$ cat config.mk
export PLATFORM = sky130hd
export DESIGN_NAME = sound_pwm_mixer
export DESIGN_NICKNAME = d
export VERILOG_FILES = /design/src/rtl/sound_pkg.sv /design/src/rtl/sound_side_mix.sv /design/src/rtl/sound_pwm_mixer.sv
export SDC_FILE = /design/constraint.sdc
export NUM_CORES = 1
export LEC_CHECK = 0
export ABC_AREA = 1
export BUFFER_PORTS_ARGS = -buffer_cell sky130_fd_sc_hd__buf_2
export CORE_MARGIN = 4
export CORE_UTILIZATION = 49
export CTS_BUF_LIST = sky130_fd_sc_hd__clkbuf_8
export DETAILED_ROUTE_END_ITERATION = 12
export HOLD_SLACK_MARGIN = 0.1
export PLACE_DENSITY = 0.74
export SLEW_MARGIN = 25
export SYNTH_ARGS = -nofsm -noshare
export SYNTH_HDL_FRONTEND = slang
export SYNTH_SLANG_ARGS = --single-unit
$ cat constraint.sdc
create_clock -name system_clock -period 7.9 [get_ports system_clock]
set_input_delay 0.79 -clock system_clock [delete_from_list [all_inputs] [get_ports system_clock]]
set_output_delay 0.79 -clock system_clock [all_outputs]
set_load 0.02 [all_outputs]
$ cat src/rtl/sound_pkg.sv
// sound_pkg: shared types and register field positions for the sound
// output path.
//   sample_t          - 4-bit two's-complement channel sample (-8..+7)
//   NR50/NR51/NR52_*  - bit positions of the volume, panning and master fields
//   SOUNDBIAS_DEFAULT - nominal DC bias (mid-scale of the 10-bit level)
//   clamp_level()     - saturates a signed intermediate into 0..1023
package sound_pkg;

  typedef logic signed [3:0] sample_t;

  localparam int NR50_VL_LSB     = 4;
  localparam int NR50_VR_LSB     = 0;
  localparam int NR50_VOL_W      = 3;
  localparam int NR51_LEFT_LSB   = 4;
  localparam int NR51_RIGHT_LSB  = 0;
  localparam int NR52_MASTER_BIT = 7;

  localparam logic [9:0] SOUNDBIAS_DEFAULT = 10'h200;

  localparam logic signed [11:0] LEVEL_MAX = 12'sd1023;

  function automatic logic [9:0] clamp_level(input logic signed [11:0] raw);
    if (raw < 12'sd0) begin
      return 10'd0;
    end else if (raw > LEVEL_MAX) begin
      return 10'h3FF;
    end else begin
      return raw[9:0];
    end
  endfunction

endpackage

$ cat src/rtl/sound_side_mix.sv
// sound_side_mix: purely combinational mix for one stereo side.
//   ch1..ch4      - signed channel samples
//   enables       - per-channel enable for this side, bit 0 = ch1
//   volume        - 3-bit master volume V, gain is V+1
//   master_enable - forces the channel sum to zero when low
//   bias          - unsigned DC offset added after scaling
//   level         - clamped 10-bit output level
module sound_side_mix
  import sound_pkg::*;
(
  input  sample_t    ch1,
  input  sample_t    ch2,
  input  sample_t    ch3,
  input  sample_t    ch4,
  input  logic [3:0] enables,
  input  logic [2:0] volume,
  input  logic       master_enable,
  input  logic [9:0] bias,
  output logic [9:0] level
);

  sample_t           samples [4];
  logic signed [6:0] terms   [4];
  logic signed [6:0] sum;
  logic        [3:0] vol_plus;
  logic signed [9:0] scaled;
  logic signed [11:0] raw;

  assign samples[0] = ch1;
  assign samples[1] = ch2;
  assign samples[2] = ch3;
  assign samples[3] = ch4;

  genvar gi;
  generate
    for (gi = 0; gi < 4; gi++) begin : g_term
      assign terms[gi] = (master_enable && enables[gi]) ? 7'(samples[gi]) : 7'sd0;
    end
  endgenerate

  // Four samples in -8..+7 fit in 7 bits (-32..+28); times 1..8 fits in
  // 10 bits (-256..+224); adding a 10-bit unsigned bias needs 12 signed bits,
  // so nothing wraps before the clamp even at full scale.
  assign sum      = terms[0] + terms[1] + terms[2] + terms[3];
  assign vol_plus = {1'b0, volume} + 4'd1;
  assign scaled   = 10'(sum) * $signed({6'b0, vol_plus});
  assign raw      = 12'(scaled) + $signed({2'b0, bias});
  assign level    = clamp_level(raw);

endmodule

$ cat src/rtl/sound_pwm_mixer.sv
// sound_pwm_mixer: mixes the four channel samples per stereo side and drives
// one PWM bitstream per side.
//   system_clock   - sole clock
//   reset          - synchronous, active-high
//   ch1..ch4       - signed channel samples, held stable across the boundary
//   NR50/NR51/NR52 - volume, panning and master enable registers
//   SOUNDBIAS      - unsigned DC bias
//   pwm_left/right - PWM bitstreams, high for duty of 2^PWM_BITS cycles
//   sample_strobe  - high while the period counter is 0 (period start)
//   level_left/right - clamped levels latched for the current period
// PWM_BITS is legal in 6..10.
module sound_pwm_mixer
  import sound_pkg::*;
#(
  parameter int PWM_BITS = 9
) (
  input  logic       system_clock,
  input  logic       reset,
  input  sample_t    ch1,
  input  sample_t    ch2,
  input  sample_t    ch3,
  input  sample_t    ch4,
  input  logic [7:0] NR50,
  input  logic [7:0] NR51,
  input  logic [7:0] NR52,
  input  logic [9:0] SOUNDBIAS,
  output logic       pwm_left,
  output logic       pwm_right,
  output logic       sample_strobe,
  output logic [9:0] level_left,
  output logic [9:0] level_right
);

  logic [PWM_BITS-1:0] count_reg;
  logic                at_boundary;
  logic                unused_bits;

  // The counter is a full power of two wide, so M -> 0 is a natural wrap.
  assign at_boundary   = (count_reg == {PWM_BITS{1'b1}});
  assign sample_strobe = (count_reg == '0);
  assign unused_bits   = ^{NR50[7], NR50[3], NR52[6:0]};

  always_ff @(posedge system_clock) begin
    if (reset) begin
      count_reg <= '0;
    end else begin
      count_reg <= count_reg + PWM_BITS'(1);
    end
  end

  // Side 0 is left, side 1 is right.
  genvar gi;
  generate
    for (gi = 0; gi < 2; gi++) begin : g_side
      localparam int EN_LSB  = (gi == 0) ? NR51_LEFT_LSB : NR51_RIGHT_LSB;
      localparam int VOL_LSB = (gi == 0) ? NR50_VL_LSB   : NR50_VR_LSB;

      logic [9:0]          level_next;
      logic [9:0]          level_reg;
      logic [PWM_BITS-1:0] duty_reg;
      logic                pwm;

      sound_side_mix u_mix (
        .ch1           (ch1),
        .ch2           (ch2),
        .ch3           (ch3),
        .ch4           (ch4),
        .enables       (NR51[EN_LSB +: 4]),
        .volume        (NR50[VOL_LSB +: NR50_VOL_W]),
        .master_enable (NR52[NR52_MASTER_BIT]),
        .bias          (SOUNDBIAS),
        .level         (level_next)
      );

      // Level and duty only move on the period boundary, so every period
      // is generated from one consistent snapshot of the inputs.
      always_ff @(posedge system_clock) begin
        if (reset) begin
          level_reg <= '0;
          duty_reg  <= '0;
        end else if (at_boundary) begin
          level_reg <= level_next;
          duty_reg  <= level_next[9 -: PWM_BITS];
        end
      end

      // Duty never exceeds M, so the output always has at least one low cycle.
      assign pwm = (count_reg < duty_reg);
    end
  endgenerate

  assign pwm_left    = g_side[0].pwm;
  assign pwm_right   = g_side[1].pwm;
  assign level_left  = g_side[0].level_reg;
  assign level_right = g_side[1].level_reg;

endmodule

# After elaboration in Yosys (flattened, before gate mapping)
# Index checks and enable logic that the tools add are counted.
# totals
regBits	47
out_inout_bits	23
word_cells	46
# op_classes
addsub	11
mul	2
order_cmp	6
eq_ne	1
mux	12
reduce_logical	9
# op_table
operator	n
two-way mux 7 bit	8
adder 7 bit	6
two-way mux 10 bit	4
adder 10 x 11 -> 12 bit	2
> comparator 12 x 11 -> 1 bit (second input constant)	2
< comparator 12 x 1 -> 1 bit (second input constant)	2
multiplier 7 x 5 -> 10 bit	2
< comparator 9 bit	2
adder 9 x 1 -> 9 bit (second input constant)	1
equality test 9 bit (second input constant)	1
logical NOT 9 bit	1
adder 3 x 1 -> 4 bit (second input constant)	2
logical AND 1 bit	8

# Longest topological paths before layout
# Gate-level depths: netlist (run 1).
# depth
depth_word	10
mapped_depth	43
mapped_depth_nobuf	42

# By module
# From an unflattened synthesis (run 1), not the netlist that was laid out.
# unflattened
cells_unflattened	869
area_unflattened_um2	6015.8
# modules_own_cells
mod	n_inst	cells_per_inst	area_per_inst_um2
sound_side_mix at g_side[1].u_mix	1	337	2297.2
sound_side_mix at g_side[0].u_mix	1	330	2205.9
sound_pwm_mixer	1	202	1512.7

# Worst setup path after synthesis (run 1)
# OpenSTA, ideal clock, no wires.
# synth_path
path_kind	input port to flip-flop
startpoint	in NR52[7]
endpoint	reg g_side[1].level_reg[0] (netlist: level_right[0])
setup_ns	0.069
arrival_time_ns	7.203
t_required_ns	7.831
slack_ns	0.628
path_stages	41
n_path_buf	1
cell_sequence	clkbuf_1 > nand2_1 > inv_1 > nand2_1 > fa_1 > fa_1 > inv_1 > ha_1 > inv_1 > fa_1 > o21ai_0 > xor2_1 > nor2_1 > ha_1 > ha_1 > inv_1 > nand3_1 > nand2_1 > (+5 left out) > nor3_1 > nand2_1 > nand3_1 > nand3b_1 > nand2_1 > inv_1 > nand3_1 > nand2_2 > inv_1 > ha_1 > nor4_1 > nand3_1 > o2111ai_1 > nand3b_1 > nand3_4 > nand2_1 > nand2_1 > a21oi_2
# synth_via
elab_chain_len	10
# synth_lines
item	line_no	text
start: declaration	sound_pwm_mixer.sv:25	input logic [7:0] NR52,
logical AND 1 bit	sound_side_mix.sv:37	assign terms[gi] = (master_enable && enables[gi]) ? 7'(samples[gi]) : 7'sd0;
two-way mux 7 bit	sound_side_mix.sv:37	
adder 7 bit (2 in series)	sound_side_mix.sv:44	assign sum = terms[0] + terms[1] + terms[2] + terms[3];
adder 7 bit (*)	sound_side_mix.sv:44	
multiplier 7 x 5 -> 10 bit (*)	sound_side_mix.sv:46	assign scaled = 10'(sum) * $signed({6'b0, vol_plus});
adder 10 x 11 -> 12 bit (*)	sound_side_mix.sv:47	assign raw = 12'(scaled) + $signed({2'b0, bias});
> comparator 12 x 11 -> 1 bit	sound_pkg.sv:25	end else if (raw > LEVEL_MAX) begin
two-way mux 10 bit	sound_pkg.sv:25	
two-way mux 10 bit (*)	sound_pkg.sv:23	if (raw < 12'sd0) begin
end signal: assignment	sound_pwm_mixer.sv:82	level_reg <= level_next;
end: declaration	sound_pwm_mixer.sv:59	logic [9:0] level_reg;
# Every way passes the cells marked *; elsewhere a longest branch is shown, timed or not.
# A chain may end at the register's enable or synchronous reset.

# Worst setup path after layout (run 1)
# layout_path
startpoint	in NR52[7]
endpoint	reg g_side[0].level_reg[7] (netlist: level_left[7])
# layout_via
elab_chain_len	10
# layout_lines
item	line_no
logical AND 1 bit	sound_side_mix.sv:37
two-way mux 7 bit	sound_side_mix.sv:37
adder 7 bit (2 in series)	sound_side_mix.sv:44
adder 7 bit (*)	sound_side_mix.sv:44
multiplier 7 x 5 -> 10 bit (*)	sound_side_mix.sv:46
adder 10 x 11 -> 12 bit (*)	sound_side_mix.sv:47
> comparator 12 x 11 -> 1 bit	sound_pkg.sv:25
two-way mux 10 bit	sound_pkg.sv:25
two-way mux 10 bit (*)	sound_pkg.sv:23
end signal: assignment	sound_pwm_mixer.sv:82
end: declaration	sound_pwm_mixer.sv:59
# Marked as above.

==> flow_summary.json, run 1 <==
{
  "outcome": "completed",
  "leakage_nw": 3.482,
  "fin_skew_ps": 2.643,
  "cts_buffer_depth": 2,
  "port_buffers": 65,
  "worst_pin_slew_ps": 670.4,
  "yosysTopAreaCellShare_pct": 21.23,
  "grt_remaining_overflow": 0,
  "drt_iter0_markers": 307,
  "antenna_found_initial": 0,
  "setup.worst_path.class": "in -> reg",
  "crit_arrival_ps": 7660,
  "area_growth_pct": 11.17,
  "pin_count": 75,
  "cts_buffers": 5,
  "max_stage_delay_ps": 540,
  "cpMostUsedCell": "inv_1",
  "place_congestion": 0.8840,
  "grt_pass1_wl_um": 20710,
  "netlist_top_cells_count": "177 x inv_1, 164 x nand2_1, 95 x ha_1, 74 x nor2_1, 56 x a21oi_1",
  "end_kind": "flop",
  "routedWlPerCell_um": 11.59,
  "ys_warn_count": 0,
  "avgSynthCellArea_um2": 6.947,
  "synth_top_cell_by_area": "ha_1",
  "relSlewSlack_pct": 55.26,
  "vias": 5039,
  "ys.flop_type": "dfxtp_1",
  "fmax_mhz": 134.3,
  "ys_seq_area_share_pct": 10.37,
  "core_um2": 11030,
  "ys_ff_latch": 29,
  "min_period_over_period_pct": 94.29,
  "cts.sinks": 29,
  "irDropWorstVdd_mv": 0.1519,
  "path_clk_slew_ps": 60,
  "reg2reg_from": "count_reg[1]$_SDFF_PP0_",
  "die_width_um": 114.9,
  "finalNetCount": 1061,
  "report.final.slew_viol_count": 0,
  "final_util_pct": 56.43,
  "cts_tree": "yes",
  "synthesis.area_um2": 5599,
  "cp_top_family": "adder cells",
  "routed_wirelength_um": 11760,
  "hold_violations": 0,
  "critPathLaunch": "NR52[7]",
  "synth_area_leaders": "ha_1 21%, fa_1 14%, inv_1 12%, nand2_1 11%, dfxtp_1 10%",
  "clk_latency_ps": 280,
  "initial_core_util_pct": 50.76,
  "drv_cap": 0,
  "crit_path_top_delay_cell": "fa_1",
  "cp_num_buf_inv": 12,
  "drive_gt1_share_pct": 12.80,
  "synth_cell_types": 38,
  "synth.most_common_cell": "inv_1",
  "via_per_inst": 4.965,
  "row_count": 38,
  "synth-async-reset-ratio_pct": 0,
  "drc": 0,
  "post-dp-hpwl_um": 10180,
  "syn_inst": 806,
  "first_global_vias": 4816,
  "antenna_cells": 0,
  "die_h_um": 114.9,
  "htreeDepth": 2,
  "synth_edf_count": 0,
  "gr-usage-all-layers_pct": 18.57,
  "fin_setup_tns_ps": 0,
  "ant_nets": 0,
  "grt_start_max_net_pins": 30,
  "start_kind": "input pin",
  "setup_violations": 0,
  "dieArea_um2": 13200,
  "period_needed_ps": 7449,
  "worstPathMaxFanout": 10,
  "min_from": "count_reg[0]$_SDFF_PP0_",
  "cts_hold_buf": 0,
  "fin_ws_ps": 451.3,
  "drt_pass1_iterations": 5,
  "cts_root_buffer": "clkbuf_8",
  "required_ps": 8110,
  "synth_nets": 993,
  "post-place-ws_ps": 114.8,
  "powerDensity_nw_per_um2": 230.0,
  "hold_path_class": "reg -> reg"
}
[routing by layer]
metal	global-route usage [%]	vias to the layer above	part of all wire, %
met5	0	-	0
met4	2.504	0	1.0
met3	1.947	11	3.3
met2	32.41	71	47
met1	25.46	2298	48
li1	-	2659	-
[path summary, 6_finish.rpt]
| path | end | slack [ps] | cells after the start |
|---|---|---|---|
| setup / recovery | level_left[7]$_SDFFE_PP0N_ | 450 | 42 |
| hold / removal | count_reg[0]$_SDFF_PP0_ | 450 | 1 |
| hold reg to reg | count_reg[0]$_SDFF_PP0_ | 450 | 1 |
| setup reg to reg | level_left[7]$_SDFFE_PP0N_ | 5320 | 12 |
[metrics by stage]
step | std cells | total power [mW] | instance area [µm²] | hold WS, ps
after floorplan | 806 | 1.077 | 5599 | 417.3
after global placement | 1005 | 1.267 | 6085 | 425.8
after detailed placement | 1005 | 1.284 | 6085 | 437.4
after CTS | 1013 | 1.401 | 6165 | 458.8
after global routing | 1015 | 1.624 | 6225 | 479.9
final | 1015 | 1.432 | 6225 | 450.7
[worst reg2reg max path, cell delays in order, from the launching register on]
cell and delay, ps:
dfxtp_1 400, ha_1 200, nand2_1 80, nor2_1 100, inv_1 60, nor2_1 120, nand2_1 100, nor3_1 210
ha_1 300, inv_1 340, a21oi_4 360, nand2_1 120, a21oi_1 120
[cell type report]
class                   count  area (µm²)
multi-input cells         590        4365
repair buffers             68       347.8
clock inverters             3       11.26
flip-flops and latches     29       580.6
well taps                 140       175.2
clock buffers               5       68.82
fillers                  1121        4806
inverters                 180       675.6
[cell usage in the layout (no fill, tap or decap), types with 4 or more instances in the layout]
master and instances:
a21o_1 4, a21oi_2 5, xor2_1 27, fa_1 40
ha_1 95, nor3_1 9, nand3_1 35, dfxtp_1 29
nand3b_1 4, xnor2_1 8, nand2_2 9, o21ai_0 12
nand3_2 6, nor2_1 74, buf_2 65, inv_1 180
nand2_1 164, a21oi_1 56, o21bai_1 9, clkbuf_8 5
[timing repair]
action | CTS | global route
resized for setup | 0 | 9
setup endpoints to repair | 0 | 20
setup buffers | 0 | 1
[cells by family after synthesis]
kind of cell / count (synthesis) / share of synthesized area [%]
simple gates: 316 / 24.74
buf+inv: 188 / 12.60
fa+ha+maj: 135 / 35.53
compound gates: 100 / 10.55
xor+xnor: 38 / 6.212
flops: 29 / 10.37
[where the power goes]
part	switching [mW]	internal (mW)
logic	0.713	0.458
registers	0.00151	0.148
clock network	0.0534	0.0585
(Power assumes the default switching activity.)
==> run 2: changes to the inputs <==
--- a/config.mk
+++ b/config.mk
@@ -12,8 +12,9 @@
 export CTS_BUF_LIST = sky130_fd_sc_hd__clkbuf_8
 export DETAILED_ROUTE_END_ITERATION = 12
 export HOLD_SLACK_MARGIN = 0.1
-export PLACE_DENSITY = 0.74
+export PLACE_DENSITY = 0.73
 export SLEW_MARGIN = 25
 export SYNTH_ARGS = -nofsm -noshare
 export SYNTH_HDL_FRONTEND = slang
+export SYNTH_HIERARCHICAL = 1
 export SYNTH_SLANG_ARGS = --single-unit
==> run 2 against run 1 <==
  * Utilization is 1.0 points lower
  * Worst hold slack better by 32 ps
  * Design area is 7.0% higher
  * Global-route usage is 0.20 points lower
  * Critical endpoint is now level_right[3]$_SDFFE_PP0N_
  * Critical path depth is 6 lower
  * Register-to-register slack better by 370 ps
  * Fmax is 0.77% higher
  * Area after synthesis is 7.4% higher
  * Cell count is 6.9% higher
==> flow_summary.json, run 2 <==
{
  "outcome": "completed",
  "synth.most_common_cell": "inv_1",
  "place_area_um2": 6496,
  "crit_path_top_delay_cell": "fa_1",
  "routed_wirelength_um": 12720,
  "worst_pin_slew_ps": 504.6,
  "grt_remaining_overflow": 0,
  "final_util_pct": 55.43,
  "relSlewSlack_pct": 66.31,
  "ys.flop_type": "dfxtp_1",
  "htreeDepth": 2,
  "synth_area_leaders": "ha_1 20%, fa_1 13%, inv_1 12%, dfxtp_1 9.7%, nand2_1 8.7%",
  "required_ps": 8040,
  "drc": 0,
  "place_congestion": 0.8911,
  "irDropWorstVdd_mv": 0.1108,
  "cts_buffers": 5,
  "vias": 5369,
  "hold-worst-slack_ps": 482.4,
  "row_count": 40,
  "report.final.slew_viol_count": 0,
  "yosysTopAreaCellShare_pct": 19.76,
  "cts.sinks": 29,
  "drt_pass1_iterations": 5,
  "avgSynthCellArea_um2": 6.923,
  "initial_core_util_pct": 50.08,
  "fin_setup_tns_ps": 0,
  "period_needed_ps": 7392,
  "synthesis.area_um2": 6016,
  "cts_hold_buf": 0,
  "synth_cell_types": 37,
  "netlist_top_cells_count": "200 x inv_1, 139 x nand2_1, 95 x ha_1, 90 x nor2_1, 59 x a21oi_1",
  "syn_inst": 869,
  "core_um2": 12010,
  "clk_latency_ps": 280,
  "synth_edf_count": 0,
  "area_growth_pct": 10.67,
  "ys_warn_count": 6,
  "hold_violations": 0,
  "grt_pass1_wl_um": 22400,
  "worstPathMaxFanout": 10,
  "final_cell_mix": "201 x inv_1, 139 x nand2_1, 94 x ha_1",
  "path_clk_slew_ps": 60,
  "drv_cap": 0,
  "crit_arrival_ps": 7530,
  "post-dp-hpwl_um": 10990,
  "max_stage_delay_ps": 540,
  "leakage_nw": 3.914,
  "cpMostUsedCell": "inv_1",
  "setup_violations": 0,
  "drt_iter0_markers": 240,
  "powerDensity_nw_per_um2": 254.5,
  "first_global_vias": 5229,
  "grt_setup_unrepaired": "false",
  "start_kind": "input pin",
  "end_kind": "flop",
  "pin_count": 75,
  "routedWlPerCell_um": 11.73,
  "cts_root_buffer": "clkbuf_8",
  "cts_tree": "yes",
  "fmax_mhz": 135.3,
  "hold_path_class": "reg -> reg",
  "synth_nets": 1056,
  "cts_buffer_depth": 2,
  "die_width_um": 118.8,
  "final_cell_area_um2": 6658,
  "ys_ff_latch": 29,
  "grt_start_max_net_pins": 37,
  "ys_seq_area_share_pct": 9.651,
  "die_h_um": 118.8,
  "cp_top_family": "adder cells",
  "ant_nets": 0,
  "gr-usage-all-layers_pct": 18.36,
  "fin_skew_ps": 4.813,
  "antenna_cells": 0,
  "regToRegSetupSlack_ps": 5690,
  "final_common_cell": "inv_1",
  "antenna_found_initial": 0,
  "synth-async-reset-ratio_pct": 0,
  "port_buffers": 65,
  "min_period_over_period_pct": 93.57,
  "via_per_inst": 4.948,
  "cp_num_buf_inv": 8,
  "dieArea_um2": 14110,
  "synth_top_cell_by_area": "ha_1",
  "setup.worst_path.class": "in -> reg",
  "finalNetCount": 1125,
  "drive_gt1_share_pct": 15.35
}
==> run 2: cell types whose count changed after synthesis, moves of 6 or more <==
cell / previous run / this run
nor2_1: 74 / 90
inv_1: 177 / 200
nand3_2: 3 / 20
o21bai_1: 9 / 0
nand2_1: 164 / 139
nand2_2: 9 / 15
clkbuf_1: 8 / 0
o21ai_0: 14 / 30
nand3_1: 37 / 45
nand2_4: 2 / 8
==> run 2: path summary, 6_finish.rpt <==
kind / start / to / cells after the start
worst min register to register: count_reg[0]$_SDFF_PP0_ / count_reg[0]$_SDFF_PP0_ / 1
worst max register to register: count_reg[1]$_SDFF_PP0_ / level_right[3]$_SDFFE_PP0N_ / 9
worst max-delay path: NR52[7] / level_right[3]$_SDFFE_PP0N_ / 36
worst min-delay path: count_reg[0]$_SDFF_PP0_ / count_reg[0]$_SDFF_PP0_ / 1
==> run 2: timing repair <==
item,in CTS,in global routing
setup endpoints to repair,0,11
gates resized for setup,0,11
buffers inserted,0,2
==> run 2: cell type report <==
cell class	instances	area, µm²
Fill cell	1189	5354
Sequential cell	29	580.6
Multi-Input combinational cell	623	4656
Clock buffer	6	82.58
Clock inverter	1	3.754
Inverter	208	780.7
Timing Repair Buffer	71	370.4
Tap cell	147	183.9
==> run 2: kinds of logic (layout without fill, tap and decap cells) <==
family | Yosys count | count (layout) | share of synthesized area, %
xor gates and xnor gates | 39 | 39 | 5.990
buffers and inverters | 217 | 286 | 13.96
and+or+nand+nor | 337 | 337 | 27.31
adders and majority gates | 135 | 135 | 33.07
DFF | 29 | 29 | 9.651
AOI/OAI and AO/OA | 112 | 112 | 10.02
==> run 2: report_power, final <==
group          internal, mW  switching, mW
Combinational         0.571          0.853
Clock                0.0676         0.0534
Sequential            0.148        0.00250
Total                 0.786          0.909
==> run 2: per-layer routing <==
metal | global-route usage, % | vias up | part of all wire [%]
li1 | - | 2860 | -
met1 | 24.17 | 2429 | 47
met2 | 33.14 | 69 | 49
met3 | 1.818 | 11 | 3.2
met4 | 2.679 | 0 | 0.61
met5 | 0 | - | 0
==> run 2: per-stage QoR <==
step	instances	setup slack, ps	power [mW]
after global placement	1076	251.4	1.494
final	1085	508.1	1.695
after floorplan	869	757.3	1.267
after global routing	1085	6.967	1.938
after CTS	1083	332.8	1.644
after detailed placement	1076	97.54	1.517
==> run 3: changes to the inputs <==
--- a/config.mk
+++ b/config.mk
@@ -13,6 +13,7 @@
 export DETAILED_ROUTE_END_ITERATION = 12
 export HOLD_SLACK_MARGIN = 0.1
 export PLACE_DENSITY = 0.73
+export RECOVER_POWER = 25
 export SLEW_MARGIN = 25
 export SYNTH_ARGS = -nofsm -noshare
 export SYNTH_HDL_FRONTEND = slang
==> run 3 against run 2 <==
  * Sequential share of layout area hardly changed
  * Wire length hardly changed
  * Cell count stayed put
  * Power hardly changed
  * Clock power hardly changed
  * Global-route usage stayed put
  * Clock skew is 0.66 ps lower
  * Sequential power hardly changed
  * Critical path depth stayed put
  * Largest cell class unchanged
  * Highest routed layer unchanged
==> flow_summary.json, run 3 (synthesized netlist as in run 2, its figures left out) <==
{
  "drive_gt1_share_pct": 14.61,
  "post-dp-hpwl_um": 10990,
  "max_stage_delay_ps": 540,
  "regToRegSetupSlack_ps": 5710,
  "path_clk_slew_ps": 60,
  "vias": 5374,
  "cts_buffer_depth": 2,
  "fin_skew_ps": 4.153,
  "pin_count": 75,
  "r2r_end": "level_right[3]$_SDFFE_PP0N_",
  "cts.sinks": 29,
  "area_growth_pct": 10.48,
  "outcome": "completed",
  "ff_latch_area_um2": 580.6,
  "powerDensity_nw_per_um2": 254.8,
  "fill_cells": 1191,
  "drc": 0,
  "antenna_found_initial": 0,
  "required_ps": 8040,
  "hold_violations": 0,
  "grt_start_max_net_pins": 37,
  "grt_setup_unrepaired": "false",
  "grt_pass1_wl_um": 22400,
  "place_area_um2": 6496,
  "start_kind": "input pin",
  "final_common_cell": "inv_1",
  "ant_nets": 0,
  "cts_buffers": 5,
  "period_needed_ps": 7389,
  "die_width_um": 118.8,
  "port_buffers": 65,
  "worst_pin_slew_ps": 627.1,
  "r2r_cells": 9,
  "end_kind": "flop",
  "report.final.slew_viol_count": 0,
  "crit_path_top_delay_cell": "fa_1",
  "min_period_over_period_pct": 93.54,
  "drt_iter0_markers": 267,
  "routedWlPerCell_um": 11.73,
  "htreeDepth": 2,
  "drv_cap": 0,
  "setup.worst_path.class": "in -> reg",
  "cpMostUsedCell": "inv_1",
  "fin_setup_tns_ps": 0,
  "hold-path-endpoint": "count_reg[0]$_SDFF_PP0_",
  "dieArea_um2": 14110,
  "antenna_cells": 0,
  "leakage_nw": 3.894,
  "first_global_vias": 5229,
  "via_per_inst": 4.953,
  "final_cell_area_um2": 6646,
  "final_cell_mix": "202 x inv_1, 139 x nand2_1, 94 x ha_1",
  "worstPathMaxFanout": 10,
  "power_mw": 1.694,
  "routed_wirelength_um": 12730,
  "gr-usage-all-layers_pct": 18.36,
  "clk_latency_ps": 280,
  "cts_tree": "yes",
  "cp_top_family": "adder cells",
  "place_congestion": 0.8911,
  "row_count": 40,
  "cp_num_buf_inv": 8,
  "setup_violations": 0,
  "cts_root_buffer": "clkbuf_8",
  "drt_pass1_iterations": 5,
  "min_from": "count_reg[0]$_SDFF_PP0_",
  "die_h_um": 118.8,
  "relSlewSlack_pct": 58.14,
  "crit_arrival_ps": 7530,
  "initial_core_util_pct": 50.08,
  "grt_remaining_overflow": 0,
  "fmax_mhz": 135.3,
  "core_um2": 12010,
  "finalNetCount": 1125,
  "irDropWorstVdd_mv": 0.1108,
  "multi_input_area_um2": 4651,
  "hold_path_class": "reg -> reg",
  "reg2reg_from": "count_reg[1]$_SDFF_PP0_",
  "holdPathStages": 1
}
==> run 3: cell types whose count changed in the layout (fill, tap and decap cells not counted) <==
cell and change:
buf_2 -5, clkbuf_1 +5, inv_1 +1, inv_2 -1, nand3_1 +1, nand3_2 -1
==> run 3: worst max-delay path by stage <==
stage / cells after the start / startpoint / to / slack (ps)
floorplan: 34 / NR51[3] / level_right[9]$_SDFFE_PP0N_ / 760
global placement: 37 / NR52[7] / level_left[2]$_SDFFE_PP0N_ / 250
detailed placement: 37 / NR52[7] / level_left[5]$_SDFFE_PP0N_ / 100
CTS: 37 / NR52[7] / level_left[5]$_SDFFE_PP0N_ / 330
global route: 35 / NR52[7] / level_right[3]$_SDFFE_PP0N_ / 7
finish: 36 / NR52[7] / level_right[3]$_SDFFE_PP0N_ / 510
==> run 3: through the flow <==
stage	hold slack, ps	setup slack (ps)	instances	utilization (%)
2_1_floorplan	440.1	757.3	869	-
3_3_place_gp	453.3	251.4	1076	54.08
3_5_place_dp	464.7	97.54	1076	54.08
4_1_cts	479.2	332.8	1083	54.80
5_1_grt	515.0	6.967	1085	55.33
6_report	468.1	510.7	1085	55.33
==> run 3: final cells by class <==
type                    count  area share [%]
clock buffers               6           1.242
clock inverters             1         0.05648
inverters                 208           11.75
multi-input cells         623           69.97
flip-flops and latches     29           8.735
well taps                 147           2.767
repair buffers             71           5.478
==> run 3: what timing repair did <==
item / CTS / global route
buffers inserted: 0 / 2
resized for setup: 0 / 11
hold buffers: 0 / 0
setup endpoints to repair: 0 / 11
==> run 3: routing by layer <==
metal / track usage [%] / routed length, µm
met1: 24.17 / 5965
met2: 33.14 / 6243
met3: 1.818 / 449
met4: 2.679 / 68
met5: 0 / 0
==> run 3: where the power goes <==
part / switching (mW) / internal, mW
sequential: 0.00226 / 0.148
combinational: 0.852 / 0.571
clock: 0.0537 / 0.0676
total: 0.908 / 0.786
